`config.mk`:
```
export PLATFORM = sky130hd
export DESIGN_NAME = cpu_bus_arbiter
export DESIGN_NICKNAME = d
export VERILOG_FILES = /design/src/rtl/cpu_bus_arbiter.sv
export SDC_FILE = /design/constraint.sdc
export NUM_CORES = 1
export LEC_CHECK = 0
export ABC_CLOCK_PERIOD_IN_PS = 2500
export BUFFER_PORTS_ARGS = -buffer_cell sky130_fd_sc_hd__clkbuf_2
export CAP_MARGIN = 5
export CORE_UTILIZATION = 25
export CTS_BUF_LIST = sky130_fd_sc_hd__clkbuf_16
export CTS_CLUSTER_SIZE = 40
export DETAILED_ROUTE_END_ITERATION = 6
export PLACE_DENSITY = 0.46
export SYNTH_ARGS = -nofsm -noshare
export SYNTH_HDL_FRONTEND = slang
export SYNTH_SLANG_ARGS = --single-unit
export TNS_END_PERCENT = 30
```
`constraint.sdc`:
```
create_clock -name i_clock -period 2.5 [get_ports i_clock]
set_input_delay 0.25 -clock i_clock [delete_from_list [all_inputs] [get_ports i_clock]]
set_output_delay 0.25 -clock i_clock [all_outputs]
set_load 0.02 [all_outputs]
```
`src/rtl/cpu_bus_arbiter.sv`:
```
// Arbitrates the single CPU memory bus between the fetch and memory stages,
// one transaction at a time, with an optional per-transaction watchdog.
module cpu_bus_arbiter #(
    parameter int unsigned DATA_PRIORITY = 1,
    parameter int unsigned TIMEOUT       = 255,
    parameter int unsigned TIMEOUT_WIDTH = 16
) (
    input  logic        i_clock,
    input  logic        i_reset,
    input  logic        i_fetch_request,
    input  logic [31:0] i_fetch_address,
    output logic [31:0] o_fetch_rdata,
    output logic        o_fetch_ready,
    output logic        o_fetch_error,
    input  logic        i_data_request,
    input  logic        i_data_rw,
    input  logic [31:0] i_data_address,
    input  logic [31:0] i_data_wdata,
    output logic [31:0] o_data_rdata,
    output logic        o_data_ready,
    output logic        o_data_error,
    output logic        o_bus_request,
    output logic        o_bus_rw,
    output logic [31:0] o_bus_address,
    output logic [31:0] o_bus_wdata,
    input  logic        i_bus_ready,
    input  logic [31:0] i_bus_rdata
);

    localparam int unsigned WD_LAST_INT = (TIMEOUT == 0) ? 0 : TIMEOUT - 1;
    localparam logic [TIMEOUT_WIDTH-1:0] WD_LAST = TIMEOUT_WIDTH'(WD_LAST_INT);

    typedef enum logic [1:0] {
        IDLE        = 2'd0,
        GRANT_FETCH = 2'd1,
        GRANT_DATA  = 2'd2
    } state_t;

    state_t                   state, state_next;
    logic                     last_data, last_data_next;
    logic [TIMEOUT_WIDTH-1:0] wd_count, wd_count_next;

    logic        bus_request_next, bus_rw_next;
    logic [31:0] bus_address_next, bus_wdata_next;
    logic [31:0] fetch_rdata_next, data_rdata_next;
    logic        fetch_ready_next, fetch_error_next;
    logic        data_ready_next, data_error_next;

    logic fetch_eligible_c, data_eligible_c, pick_data_c, timeout_hit_c;

    // A requester is still seen requesting during its own ready pulse; mask it out.
    assign fetch_eligible_c = i_fetch_request & ~o_fetch_ready;
    assign data_eligible_c  = i_data_request & ~o_data_ready;
    assign pick_data_c      = data_eligible_c &
                              (~fetch_eligible_c | (DATA_PRIORITY != 0) | ~last_data);
    assign timeout_hit_c    = (TIMEOUT != 0) && (wd_count == WD_LAST);

    // State and registered outputs.
    always_ff @(posedge i_clock) begin
        if (i_reset) begin
            state         <= IDLE;
            last_data     <= 1'b0;
            wd_count      <= '0;
            o_bus_request <= 1'b0;
            o_bus_rw      <= 1'b0;
            o_bus_address <= '0;
            o_bus_wdata   <= '0;
            o_fetch_rdata <= '0;
            o_fetch_ready <= 1'b0;
            o_fetch_error <= 1'b0;
            o_data_rdata  <= '0;
            o_data_ready  <= 1'b0;
            o_data_error  <= 1'b0;
        end else begin
            state         <= state_next;
            last_data     <= last_data_next;
            wd_count      <= wd_count_next;
            o_bus_request <= bus_request_next;
            o_bus_rw      <= bus_rw_next;
            o_bus_address <= bus_address_next;
            o_bus_wdata   <= bus_wdata_next;
            o_fetch_rdata <= fetch_rdata_next;
            o_fetch_ready <= fetch_ready_next;
            o_fetch_error <= fetch_error_next;
            o_data_rdata  <= data_rdata_next;
            o_data_ready  <= data_ready_next;
            o_data_error  <= data_error_next;
        end
    end

    // Next-state and next-output logic.
    always_comb begin
        state_next       = state;
        last_data_next   = last_data;
        wd_count_next    = wd_count;
        bus_request_next = o_bus_request;
        bus_rw_next      = o_bus_rw;
        bus_address_next = o_bus_address;
        bus_wdata_next   = o_bus_wdata;
        fetch_rdata_next = o_fetch_rdata;
        fetch_ready_next = 1'b0;
        fetch_error_next = 1'b0;
        data_rdata_next  = o_data_rdata;
        data_ready_next  = 1'b0;
        data_error_next  = 1'b0;

        case (state)
            IDLE: begin
                bus_request_next = 1'b0;
                if (pick_data_c) begin
                    state_next       = GRANT_DATA;
                    last_data_next   = 1'b1;
                    wd_count_next    = '0;
                    bus_request_next = 1'b1;
                    bus_rw_next      = i_data_rw;
                    bus_address_next = i_data_address;
                    bus_wdata_next   = i_data_wdata;
                end else if (fetch_eligible_c) begin
                    state_next       = GRANT_FETCH;
                    last_data_next   = 1'b0;
                    wd_count_next    = '0;
                    bus_request_next = 1'b1;
                    bus_rw_next      = 1'b0;
                    bus_address_next = i_fetch_address;
                    bus_wdata_next   = '0;
                end
            end
            GRANT_FETCH, GRANT_DATA: begin
                // Bus ready beats the watchdog when both land in the same cycle.
                if (i_bus_ready || timeout_hit_c) begin
                    state_next       = IDLE;
                    bus_request_next = 1'b0;
                    if (state == GRANT_DATA) begin
                        data_ready_next = 1'b1;
                        data_error_next = ~i_bus_ready;
                        data_rdata_next = (i_bus_ready && !o_bus_rw) ? i_bus_rdata : '0;
                    end else begin
                        fetch_ready_next = 1'b1;
                        fetch_error_next = ~i_bus_ready;
                        fetch_rdata_next = i_bus_ready ? i_bus_rdata : '0;
                    end
                end else begin
                    wd_count_next = wd_count + TIMEOUT_WIDTH'(1);
                end
            end
            default: begin
                state_next       = IDLE;
                bus_request_next = 1'b0;
            end
        endcase
    end

endmodule

```
==> flow_summary.toml <==
[grt]
antenna_found_initial = 0
grt_usage_pct = 15.33
grt_pass1_wl_um = 29820
grt_overflow = 0
grt_pass1_vias = 5272
grt_max_degree = 55

[logic_synthesis]
yosys.area.top_type_share_pct = 49.72
netlist_instances = 681
yosysUniqueCellTypes = 44
synth_edf_count = 0
synth_fp_nets = 819
ys_warn_count = 0
synth_area_mm2 = 0.006120
yosysSeqAreaShare_pct = 49.72
synth_ff_type = "dfxtp_1"
async_flop_share_pct = 0
synth_area_per_cell_um2 = 8.986
synthTopCellsByArea = "dfxtp_1 (50%), nand2_1 (8.5%), a32o_1 (5.2%)"
synth_top_cell_by_area = "dfxtp_1"
synth-seq-cells = 152

[status]
status = "finished clean"

[critical_path]
crit_arrival_ps = 2620
cp.required_ps = 2820
crit_type = "flip-flop to flip-flop"
cp_max_fo = 7
end_kind = "flip-flop"
startpoint_type = "flip-flop"

[floorplan]
die_h_um = 158.5
initial_core_util_pct = 25.76
core_area_mm2 = 0.02375
rows = 56
die_area_mm2 = 0.02511
chipWidth_um = 158.5
io_pins = 268

[placement]
gp_congestion = 0.7794
placement.io_buffers = 267
hpwl_um = 13690
place_ws_ps = 88.72

[drt]
routed_wl_um = 19620
dr.pass1.iters = 5
drt_iter0_markers = 412
antenna_left = 0
vias_per_cell = 4.670
drc = 0
wl_per_cell_um = 15.54
num_vias = 5898

[power]
peakVddDrop_uv = 360.8
power_density_mw_per_mm2 = 769.2
leakagePower_nw = 3.881

[worst_hold_path]
hp-class = "primary input to flip-flop"

[timing]
worstMarginPinSlew_ps = 661.5
slew_headroom_pct = 55.60
hold_viol = 0
max_clock_freq_mhz = 435.9
fin_ws_ps = 206.0
rsz0062_at_grt = "false"
finalCritPeriodShare_pct = 91.76
clock_skew_ps = 12.55
slew_viol_final = 0
fin_tns_setup_ps = 0
setup_viol = 0
layout_min_cycle_time_ps = 2294

[finish]
fillers = 2509
diodes = 0
layout_commonest_cell = "clkbuf_2"
area_delta_synth_final_pct = 37.56
final_cell_mix = "clkbuf_2 (267), dfxtp_1 (152), nand2_1 (139), nor2_1 (72), a311oi_1 (34)"
drive_above_1_share_pct = 35.38
fin_nets = 1069

[cts]
cts_max_level = 4
cts_buffer_depth = 2
cts-root-buf = "clkbuf_16"
cts.sink_count = 152
cts_resized = 0
cts_tree = "yes"
cts_buffers = 17
clk_pin_slew_worst_paths_ps = 70
clock_latency_ps = 420

[job]
cap_violations = 0
[path summary, 6_finish.rpt]
path	start	to	slack [ps]	depth (start not counted)
max	wd_count[0]$_SDFFE_PP0P_	wd_count[9]$_SDFFE_PP0P_	210	7
min	i_bus_rdata[14]	o_fetch_rdata[14]$_SDFFE_PP0P_	50	2
max reg2reg	wd_count[0]$_SDFFE_PP0P_	wd_count[9]$_SDFFE_PP0P_	210	7
min reg2reg	o_data_rdata[27]$_SDFFE_PP0P_	o_data_rdata[27]$_SDFFE_PP0P_	450	2
[kinds of logic after synthesis]
kind of cell | count (synthesis) | synth area share [%]
AOI/OAI and AO/OA | 141 | 18.91
adders and majority gates | 4 | 0.8179
buffers and inverters | 74 | 5.030
DFF | 152 | 49.72
muxes | 32 | 5.234
and+or+nand+nor | 278 | 20.28
[area by class of cell]
| cell class | instances | area (um2) | share of cell area [%] |
|---|---|---|---|
| multi-input combinational | 455 | 2798 | 33.23 |
| inverter | 13 | 48.80 | 0.5797 |
| tap | 319 | 399.1 | 4.741 |
| sequential | 152 | 3043 | 36.15 |
| clock inverter | 15 | 142.6 | 1.694 |
| timing repair buffer | 292 | 1562 | 18.55 |
| clock buffer | 17 | 425.4 | 5.054 |
[registers in the layout, summed over array words and instances (netlist names)]
register / count
o_data_rdata: 32
o_data_error: 1
o_fetch_ready: 1
o_fetch_error: 1
wd_count: 16
o_bus_address: 32
o_bus_rw: 1
o_data_ready: 1
o_fetch_rdata: 32
o_bus_request: 1
o_bus_wdata: 32
state: 2
[metrics by stage]
stage	hold slack [ps]	area, um2	util, %	power (mW)	instances
after floorplan	375.8	6120	-	3.515	681
after detailed placement	450.5	7843	33.02	4.029	1230
after global placement	445.0	7843	33.02	4.037	1230
after global routing	31.05	8418	35.44	6.787	1263
final	50.87	8418	35.44	6.475	1263
after CTS	31.62	8411	35.41	6.569	1262
[power by group]
part           total [mW]  switching [mW]  internal, mW  leakage (nW)
Combinational        1.26           0.820         0.445          2.37
Sequential           2.70          0.0928          2.61          1.24
Clock                2.51            1.12          1.39         0.275
[worst max-delay path, stage by stage, from the launching register on]
cell	delay, ps
dfxtp_1	330
inv_1	90
ha_1	160
or4b_4	500
nor4_4	400
buf_4	200
o21ai_1	240
o31ai_1	280
[timing repair]
item,in CTS,in global routing
endpoints found under the hold margin,0,0
hold buffers,0,0
setup endpoints to repair,0,10
buffers inserted,0,1
[Yosys cell counts, types with 5 or more instances]
cell,instances
nor3_1,7
nor2_1,73
nand2_1,139
buf_2,6
mux2i_1,32
and3_1,6
dfxtp_1,152
clkbuf_1,50
inv_1,12
nor2b_1,5
o211ai_1,13
a31oi_1,5
nand3_1,13
nand4_1,11
a32o_1,32
a22oi_1,33
a311oi_1,34
[per-layer routing]
| layer | wire length [um] | part of all wire [%] | vias up | track usage, % |
|---|---|---|---|---|
| met4 | 227 | 1.2 | 0 | 4.625 |
| met1 | 8780 | 45 | 2766 | 20.49 |
| met5 | 0 | 0 | - | 0 |
| met3 | 1084 | 5.5 | 14 | 4.273 |
| met2 | 9528 | 49 | 155 | 23.83 |
| li1 | - | - | 2963 | - |
Note: power is estimated with default switching activity, not from simulation.
